--- src/rtl/muldiv_seq.sv ---
// muldiv_seq: iterative RV32M unsigned MUL/MULHU/DIVU/REMU sequencer.
// Drives an external 4-bit-control ALU (add/sub only) and uses its carry
// flag for shift-add multiply and restoring division over 32 iterations.
// Optional macro MULDIV_FASTZERO_EN: a zero srcb skips CALC and goes to DONE.
module muldiv_seq (
    input  logic        clk,
    input  logic        reset,
    input  logic        start,
    input  logic [1:0]  op,
    input  logic [31:0] srca,
    input  logic [31:0] srcb,
    output logic        busy,
    output logic        done,
    output logic [31:0] result,
    output logic [31:0] alu_a,
    output logic [31:0] alu_b,
    output logic [3:0]  alu_ctrl,
    input  logic [31:0] alu_result,
    input  logic [3:0]  alu_flags
);

    typedef enum logic [1:0] {IDLE, CALC, DONE} state_t;

    state_t      state, state_nxt;
    logic [4:0]  count;
    logic [1:0]  op_q;
    logic [31:0] hi, lo, d;
    logic [31:0] hi_nxt, lo_nxt;
    logic [31:0] r;
    logic        t, c, accept, zero_skip;
    logic [31:0] fast_res;
    logic        unused_flags;

    assign c            = alu_flags[2];
    assign unused_flags = ^{alu_flags[3], alu_flags[1:0]};
    assign r            = {hi[30:0], lo[31]};
    assign t            = hi[31];
    // start is only honoured between operations, never while iterating
    assign accept       = start && (state == IDLE || state == DONE);

`ifdef MULDIV_FASTZERO_EN
    assign zero_skip = (srcb == 32'd0);
    // zero-divisor / zero-multiplier results, identical to the iterative ones
    always_comb begin
        fast_res = 32'd0;
        case (op)
            2'b10:   fast_res = 32'hFFFF_FFFF;
            2'b11:   fast_res = srca;
            default: fast_res = 32'd0;
        endcase
    end
`else
    assign zero_skip = 1'b0;
    assign fast_res  = 32'd0;
`endif

    // state register
    always_ff @(posedge clk) begin
        if (reset) state <= IDLE;
        else       state <= state_nxt;
    end

    // next-state logic
    always_comb begin
        state_nxt = state;
        case (state)
            IDLE:    if (accept) state_nxt = zero_skip ? DONE : CALC;
            CALC:    if (count == 5'd0) state_nxt = DONE;
            DONE:    state_nxt = accept ? (zero_skip ? DONE : CALC) : IDLE;
            default: state_nxt = IDLE;
        endcase
    end

    // outputs: handshake and ALU drive (ALU idles at add 0+0 outside CALC)
    always_comb begin
        busy     = (state == CALC);
        done     = (state == DONE);
        alu_a    = 32'd0;
        alu_b    = 32'd0;
        alu_ctrl = 4'b0000;
        if (state == CALC) begin
            alu_b = d;
            if (op_q[1]) begin
                alu_a    = r;
                alu_ctrl = 4'b0001;
            end else begin
                alu_a    = hi;
            end
        end
    end

    // one iteration step; carry is the add carry-out or the no-borrow bit
    always_comb begin
        hi_nxt = hi;
        lo_nxt = lo;
        if (op_q[1]) begin
            if (t | c) begin
                hi_nxt = alu_result;
                lo_nxt = {lo[30:0], 1'b1};
            end else begin
                hi_nxt = r;
                lo_nxt = {lo[30:0], 1'b0};
            end
        end else if (lo[0]) begin
            hi_nxt = {c, alu_result[31:1]};
            lo_nxt = {alu_result[0], lo[31:1]};
        end else begin
            hi_nxt = {1'b0, hi[31:1]};
            lo_nxt = {hi[0], lo[31:1]};
        end
    end

    // datapath registers; result is captured on the final iteration edge
    always_ff @(posedge clk) begin
        if (reset) begin
            op_q   <= 2'd0;
            hi     <= 32'd0;
            lo     <= 32'd0;
            d      <= 32'd0;
            count  <= 5'd0;
            result <= 32'd0;
        end else if (accept) begin
            op_q  <= op;
            hi    <= 32'd0;
            lo    <= srca;
            d     <= srcb;
            count <= 5'd31;
            if (zero_skip) result <= fast_res;
        end else if (state == CALC) begin
            hi    <= hi_nxt;
            lo    <= lo_nxt;
            count <= count - 5'd1;
            if (count == 5'd0) result <= op_q[0] ? hi_nxt : lo_nxt;
        end
    end

endmodule

--- config.mk ---
export PLATFORM = sky130hd
export DESIGN_NAME = muldiv_seq
export DESIGN_NICKNAME = d
export VERILOG_FILES = /design/src/rtl/muldiv_seq.sv
export SDC_FILE = /design/constraint.sdc
export NUM_CORES = 1
export LEC_CHECK = 0
export BUFFER_PORTS_ARGS = -buffer_cell sky130_fd_sc_hd__buf_2
export CAP_MARGIN = 0
export CORE_MARGIN = 8
export CORE_UTILIZATION = 50
export CTS_CLUSTER_SIZE = 25
export DETAILED_ROUTE_END_ITERATION = 8
export GPL_TIMING_DRIVEN = 1
export MAX_ROUTING_LAYER = met4
export PLACE_DENSITY = 0.76
export SLEW_MARGIN = 15
export SYNTH_ARGS = -nofsm -noshare
export SYNTH_HDL_FRONTEND = slang
export SYNTH_SLANG_ARGS = --single-unit
--- constraint.sdc ---
create_clock -name clk -period 3.7 [get_ports clk]
set_input_delay 0.925 -clock clk [delete_from_list [all_inputs] [get_ports clk]]
set_output_delay 0.925 -clock clk [all_outputs]
set_load 0.01 [all_outputs]
**Yosys cells after proc, flatten, opt, wreduce, memory -nomap -nowiden**

Cells that the tools add are included.

- Logic and storage cells: 42
- Bits in registers: 137

- Reductions and logical operators: 8
- Equal/unequal tests: 4
- Bitwise operators: 2
- $add $sub $neg: 1
- Multiplexer cells: 20

Operators by type and width:

| kind | count |
|---|---|
| two-way mux 32 bit | 11 |
| two-way mux 5 bit | 2 |
| one-hot mux 2 bit (3 select lines) | 1 |
| logical NOT 5 bit | 1 |
| subtractor 5 x 1 -> 5 bit (second input constant) | 1 |
| two-way mux 1 bit | 4 |
| two-way mux 2 bit | 2 |
| AND reduction 3 bit | 1 |
| == test 2 x 1 -> 1 bit (second input constant) | 1 |
| == test 2 bit (second input constant) | 1 |
| logical NOT 2 bit | 1 |
| inequality test 2 x 1 -> 1 bit (second input constant) | 1 |
| inequality test 2 bit (second input constant) | 1 |
| AND reduction 2 bit | 1 |
| nonzero test 2 bit | 1 |
| OR reduction 2 bit | 1 |
| logical AND 1 bit | 1 |
| logical OR 1 bit | 1 |
| inverter 1 bit | 1 |
| bitwise OR 1 bit | 1 |

**Depth between registers and ports, before layout**

Gate-level depths: netlist (run 1).

- Depth in word-level cells: 5
- Depth in mapped cells: 7

**Worst setup path after synthesis (run 1)**

OpenSTA, ideal clock, no wires.

- Path type: reg2out
- From: register op_q[1]
- To: output port alu_a[22]
- Required time: 2.775 ns
- Stages on the path, launching flop included: 7
- Slack: 1.416 ns
- Arrival: 1.359 ns
- Path through: dfxtp_1 > buf_2 > buf_2 > buf_2 > buf_2 > mux2i_1 > nor2_1

- Word-level cells in the longest chain between the ends: 2

RTL lines:

| item | line | text |
|---|---|---|
| from (decl) | 26 | `logic [1:0] op_q;` |
| from (signal assigned) | 123 | `op_q <= op;` |
| two-way mux 32 bit | 83 | `if (op_q[1]) begin` |
| two-way mux 32 bit | 81 | `if (state == CALC) begin` |
| to (decl) | 15 | `output logic [31:0] alu_a,` |

No other way between the ends.

**Final worst setup path (run 1)**

- From: register state[1]
- To: output port alu_a[30]

- Word-level cells in the longest chain between the ends: 2

RTL lines:

| item | line | text |
|---|---|---|
| from (decl) | 24 | `state_t state, state_nxt;` |
| from (signal assigned) | 60 | `else state <= state_nxt;` |
| == test 2 x 1 -> 1 bit | 81 |  |
| two-way mux 32 bit | 81 |  |

No other way between the ends.

==> impl_metrics.tcl, run 1 <==
set metrics [dict create \
    status "finished clean" \
    finalSetupTns_ns 0 \
    multiInputGateArea_um2 4165 \
    holdBufCountCts 0 \
    post-place-ws_ns 1.098 \
    nets 1107 \
    synth_seq_cells 137 \
    num_vias 6863 \
    ys_top_cells_by_count "dfxtp_1 (137), nor2_1 (102), mux2i_1 (96)" \
    whs_path_depth 2 \
    cp_max_fo 70 \
    hold_viol 0 \
    gp_congestion 0.8292 \
    synthCells 850 \
    root_buffer "clkbuf_16" \
    netlist_area_um2 7347 \
    cts.sinks 137 \
    synth_ff_type "dfxtp_1" \
    grt_antenna_before_repair 2 \
    drt-pass1-iter-count 5 \
    path_class "reg2out" \
    grt_first_pass_wirelength_um 33380 \
    cts.clk_slew.worst_paths_ns 0.06 \
    leakagePower_nw 3.830 \
    placement_rows 44 \
    cp.required_ns 2.77 \
    skew_ns 0.006789 \
    area_growth_pct 20.69 \
    initial_core_util 0.5094 \
    io_pins 207 \
    dp_hpwl_um 14150 \
    crit_path_top_delay_cell "buf_4" \
    synth-async-reset-ratio 0 \
    yosysSeqAreaShare 0.3733 \
    grt_max_degree 71 \
    portBuffers 200 \
    ys_warn_count 0 \
    track_usage 0.2274 \
    final_util 0.6148 \
    wl_um 21180 \
    fmax_ghz 0.3489 \
    hold_ws_ns 0.4481 \
    avgRoutedWirePerCell_um 17.65 \
    die-area_um2 18830 \
    period_needed_ns 2.866 \
    grt_pass1_vias 6638 \
    antenna_left 0 \
    die_x_um 137.2 \
    synth.distinct_cells 40 \
    synth-edff-count 0 \
    core_um2 14420 \
    r2r_cells 6 \
    cts_setup_buffers 0 \
    p_total_mw 3.914 \
    synth_area_per_cell_um2 8.644 \
    start_kind "register" \
    setup_viol_count_final 0 \
    synthTopCellsByArea "dfxtp_1 (37%), mux2i_1 (13%), a221oi_1 (7.4%), a22o_1 (7.2%), nor2b_1 (5.3%)" \
    seq_area_um2 2749 \
    path_cells "nand2b_2 > buf_4 > nor2_1 > buf_2" \
    end_kind "primary output" \
    rsz0062_at_grt "no" \
    period_share 0.7746 \
    final_layout_size_suffix_gt1_frac 0.2574 \
    fillers 1307 \
    cp.arrival_ns 1.94 \
    numCtsBuffers 17 \
    remaining_drc_errors 0 \
    slew_violations 0 \
    tightestPinTransition_ns 0.9337 \
    cts_buffer_depth 2 \
    die_y_um 137.2 \
    cellPowerDensity_nw_per_um2 441.4 \
    crit_path_max_incr_delay_ns 0.63 \
    cts-htree-levels 4 \
    overflow 0 \
    vias_per_cell 5.719 \
    hp-class "reg2reg" \
    slew_headroom 0.3775 \
    clk_latency_ns 0.42 \
    synth_top_area_share 0.3733 \
    yosysMostFrequentCell "dfxtp_1" \
    ir_worst_vdd_mv 0.2907 \
    cap_violations 0 \
    cts_resized 0 \
    layout_setup_ws_ns 0.8340 \
    cts_tree "yes" \
    synth_top_cell_by_area "dfxtp_1" \
    drt_iter0_markers 500 \
]
## sequential cells by signal, summed over array words and instances, names as in the netlist
register,flops
state,2
count,5
op_q,2
result,32
lo,32
hi,32
d,32
## layout make-up
type / instances / area share
antenna: 2 / 0.0005644
clock buffer: 23 / 0.05277
clock inverter: 9 / 0.008325
inverter: 6 / 0.002540
multi-input combinational: 622 / 0.4697
sequential: 137 / 0.3100
tap: 184 / 0.02596
timing repair buffer: 217 / 0.1301
## critical path: cells and delay by family, from the launching register on
family | cells | cell delay, ns
DFF | 1 | 0.35
buffers and inverters | 2 | 0.82
and+or+nand+nor | 2 | 0.31
## power breakdown
group          total [mW]  switching [mW]  internal (mW)  leakage (nW)
clock                1.57           0.621          0.951         0.274
sequential           1.64          0.0819           1.56          1.12
combinational       0.701           0.410          0.291          2.44
total                3.91            1.11           2.80          3.83
## logic make-up (layout without fill, tap and decap cells)
logic type,after synthesis,count (layout),share of synthesized area
and+or+nand+nor,288,288,0.1906
AOI/OAI and AO/OA,230,230,0.2333
DFF,137,137,0.3733
muxes,97,97,0.1339
buffers and inverters,93,255,0.06318
xor gates and xnor gates,3,3,0.003577
adders and majority gates,1,1,0.001703
other,1,5,0.0005104
## metal layers
layer  GRT usage  up-vias  part of all wire
met4     0.08268        0             0.015
met1      0.2866     3233              0.45
met3     0.06200       28             0.081
met2      0.3429      234              0.46
li1            -     3368                 -
met5           -        -                 0
## worst paths after layout
kind,startpoint,end,slack [ns]
setup / recovery,state[1]$_SDFFE_PP0P_,alu_a[30],0.83
hold / removal,d[23]$_SDFFE_PP0P_,d[23]$_SDFFE_PP0P_,0.45
setup reg to reg,state[1]$_SDFFE_PP0P_,result[8]$_SDFFE_PP0P_,1.26
hold reg to reg,d[23]$_SDFFE_PP0P_,d[23]$_SDFFE_PP0P_,0.45
## placed cells by master (no fill, tap or decap), types with 4 or more instances in the layout
cell | netlist | final
nor2b_1 | 62 | 61
clkbuf_16 | 0 | 17
inv_1 | 5 | 5
a221oi_1 | 62 | 62
buf_4 | 9 | 15
mux2i_1 | 96 | 96
nand2_1 | 73 | 73
buf_2 | 23 | 200
clkbuf_1 | 37 | 4
a22o_1 | 60 | 60
a211oi_1 | 32 | 32
clkinv_2 | 0 | 7
dfxtp_1 | 137 | 134
a21oi_1 | 69 | 69
nor2_1 | 102 | 101
and2_1 | 34 | 34
## stage by stage
step	std cells	instance area [um2]
global placement	1166	8320
CTS	1198	8862
finish	1200	8867
floorplan	852	7355
detailed placement	1166	8320
global route	1200	8867
Power figures use the tool's default switching activity.
==> inputs of run 2 (changes only) <==
--- a/config.mk
+++ b/config.mk
@@ -8,7 +8,7 @@
 export BUFFER_PORTS_ARGS = -buffer_cell sky130_fd_sc_hd__buf_2
 export CAP_MARGIN = 0
 export CORE_MARGIN = 8
-export CORE_UTILIZATION = 50
+export CORE_UTILIZATION = 48
 export CTS_CLUSTER_SIZE = 25
 export DETAILED_ROUTE_END_ITERATION = 8
 export GPL_TIMING_DRIVEN = 1
==> constraint.sdc (replaced) <==
create_clock -name clk -period 2.6 [get_ports clk]
set_input_delay 0.65 -clock clk [delete_from_list [all_inputs] [get_ports clk]]
set_output_delay 0.65 -clock clk [all_outputs]
set_load 0.01 [all_outputs]
==> impl_metrics.tcl, run 2 (synthesis gave the netlist of run 1 again) <==
set metrics [dict create \
    status "finished clean" \
    rsz0062_at_grt "no" \
    initial_core_util 0.4869 \
    cp.arrival_ns 1.71 \
    gp_congestion 0.8183 \
    die-area_um2 19520 \
    cts_tree "yes" \
    numCtsBuffers 17 \
    placement_rows 45 \
    fillers 1351 \
    num_vias 7010 \
    wl_um 22010 \
    skew_ns 0.006497 \
    cp.required_ns 1.95 \
    slew_headroom 0.4823 \
    grt_max_degree 58 \
    track_usage 0.2302 \
    cts_resized 0 \
    vias_per_cell 5.784 \
    fmax_ghz 0.4231 \
    antenna_left 0 \
    tightestPinTransition_ns 0.7757 \
    layout_setup_ws_ns 0.2364 \
    remaining_drc_errors 0 \
    die_x_um 139.7 \
    nets 1116 \
    hold_viol 0 \
    end_kind "primary output" \
    overflow 0 \
    cts.sinks 137 \
    holdBufCountCts 0 \
    cts_setup_buffers 0 \
    drt-pass1-iter-count 5 \
    cp_max_fo 29 \
    finalSetupTns_ns 0 \
    cts_buffer_depth 2 \
    avgRoutedWirePerCell_um 18.16 \
    layout_common_cells "buf_2 (200), dfxtp_1 (134), nor2_1 (101)" \
    cts-htree-levels 4 \
    period_share 0.9091 \
    slew_violations 0 \
    root_buffer "clkbuf_16" \
    layout_commonest_cell "buf_2" \
    clk_latency_ns 0.42 \
    start_kind "register" \
    io_pins 207 \
    cap_violations 0 \
    area_growth_pct 24.57 \
    dp_hpwl_um 15060 \
    grt_antenna_before_repair 1 \
    hp-class "reg2reg" \
    core_um2 15090 \
    setup_viol_count_final 0 \
    leakagePower_nw 3.963 \
    ir_worst_vdd_mv 0.4635 \
    die_y_um 139.7 \
    cellPowerDensity_nw_per_um2 693.5 \
    portBuffers 200 \
    grt_pass1_vias 6908 \
    grt_first_pass_wirelength_um 35630 \
    final_layout_size_suffix_gt1_frac 0.2669 \
    period_needed_ns 2.364 \
    post-place-ws_ns 0.4321 \
    path_class "reg2out" \
    drt_iter0_markers 575 \
    cts.clk_slew.worst_paths_ns 0.06 \
]
run 2: cell types whose count changed in the layout (fill, tap and decap cells not counted), sizes merged:
cell	previous run	this run
buf	217	226
bufinv	1	8
clkbuf	23	20
clkinv	8	4
diode	2	1
run 2: routing by layer:
metal	share of wire	GRT usage
met1	0.44	0.2809
met4	0.018	0.08571
met3	0.084	0.07456
met2	0.45	0.3485
met5	0	-
run 2: final timing paths:
kind	start	to	slack, ns	depth (start not counted)
min reg2reg	d[30]$_SDFFE_PP0P_	d[30]$_SDFFE_PP0P_	0.45	2
max	state[0]$_SDFFE_PP0P_	alu_b[22]	0.24	5
min	d[30]$_SDFFE_PP0P_	d[30]$_SDFFE_PP0P_	0.45	2
max reg2reg	count[0]$_SDFFE_PP0P_	result[4]$_SDFFE_PP0P_	0.46	7
run 2: layout make-up:
cell class / count / area [um2] / share of cell area
diodes: 1 / 2.502 / 0.0002734
repair buffers: 226 / 1246 / 0.1362
clock buffers: 20 / 456.7 / 0.04990
flip-flops and latches: 137 / 2749 / 0.3003
inverters: 6 / 25.02 / 0.002734
clock inverters: 12 / 267.8 / 0.02925
well taps: 188 / 235.2 / 0.02570
multi-input cells: 622 / 4170 / 0.4556
run 2: critical path, stage by stage (launching register included):
cell,delay (ns)
dfxtp_1,0.47
nand2b_4,0.17
inv_4,0.18
buf_12,0.18
and2_1,0.14
buf_2,0.13
run 2: per-stage QoR:
stage | instance area (um2) | hold WS [ns] | std cells | util | total power [mW]
floorplan | 7355 | 0.4317 | 852 | - | 3.088
global placement | 8418 | 0.4373 | 1179 | 0.5579 | 3.382
detailed placement | 8418 | 0.4418 | 1179 | 0.5579 | 3.401
CTS | 9143 | 0.4458 | 1211 | 0.6059 | 6.379
global route | 9153 | 0.4465 | 1212 | 0.6066 | 6.607
finish | 9153 | 0.4469 | 1212 | 0.6066 | 6.347
run 2: power breakdown:
group	switching (mW)	internal (mW)
Clock	0.933	2.04
Sequential	0.103	2.22
Combinational	0.613	0.436
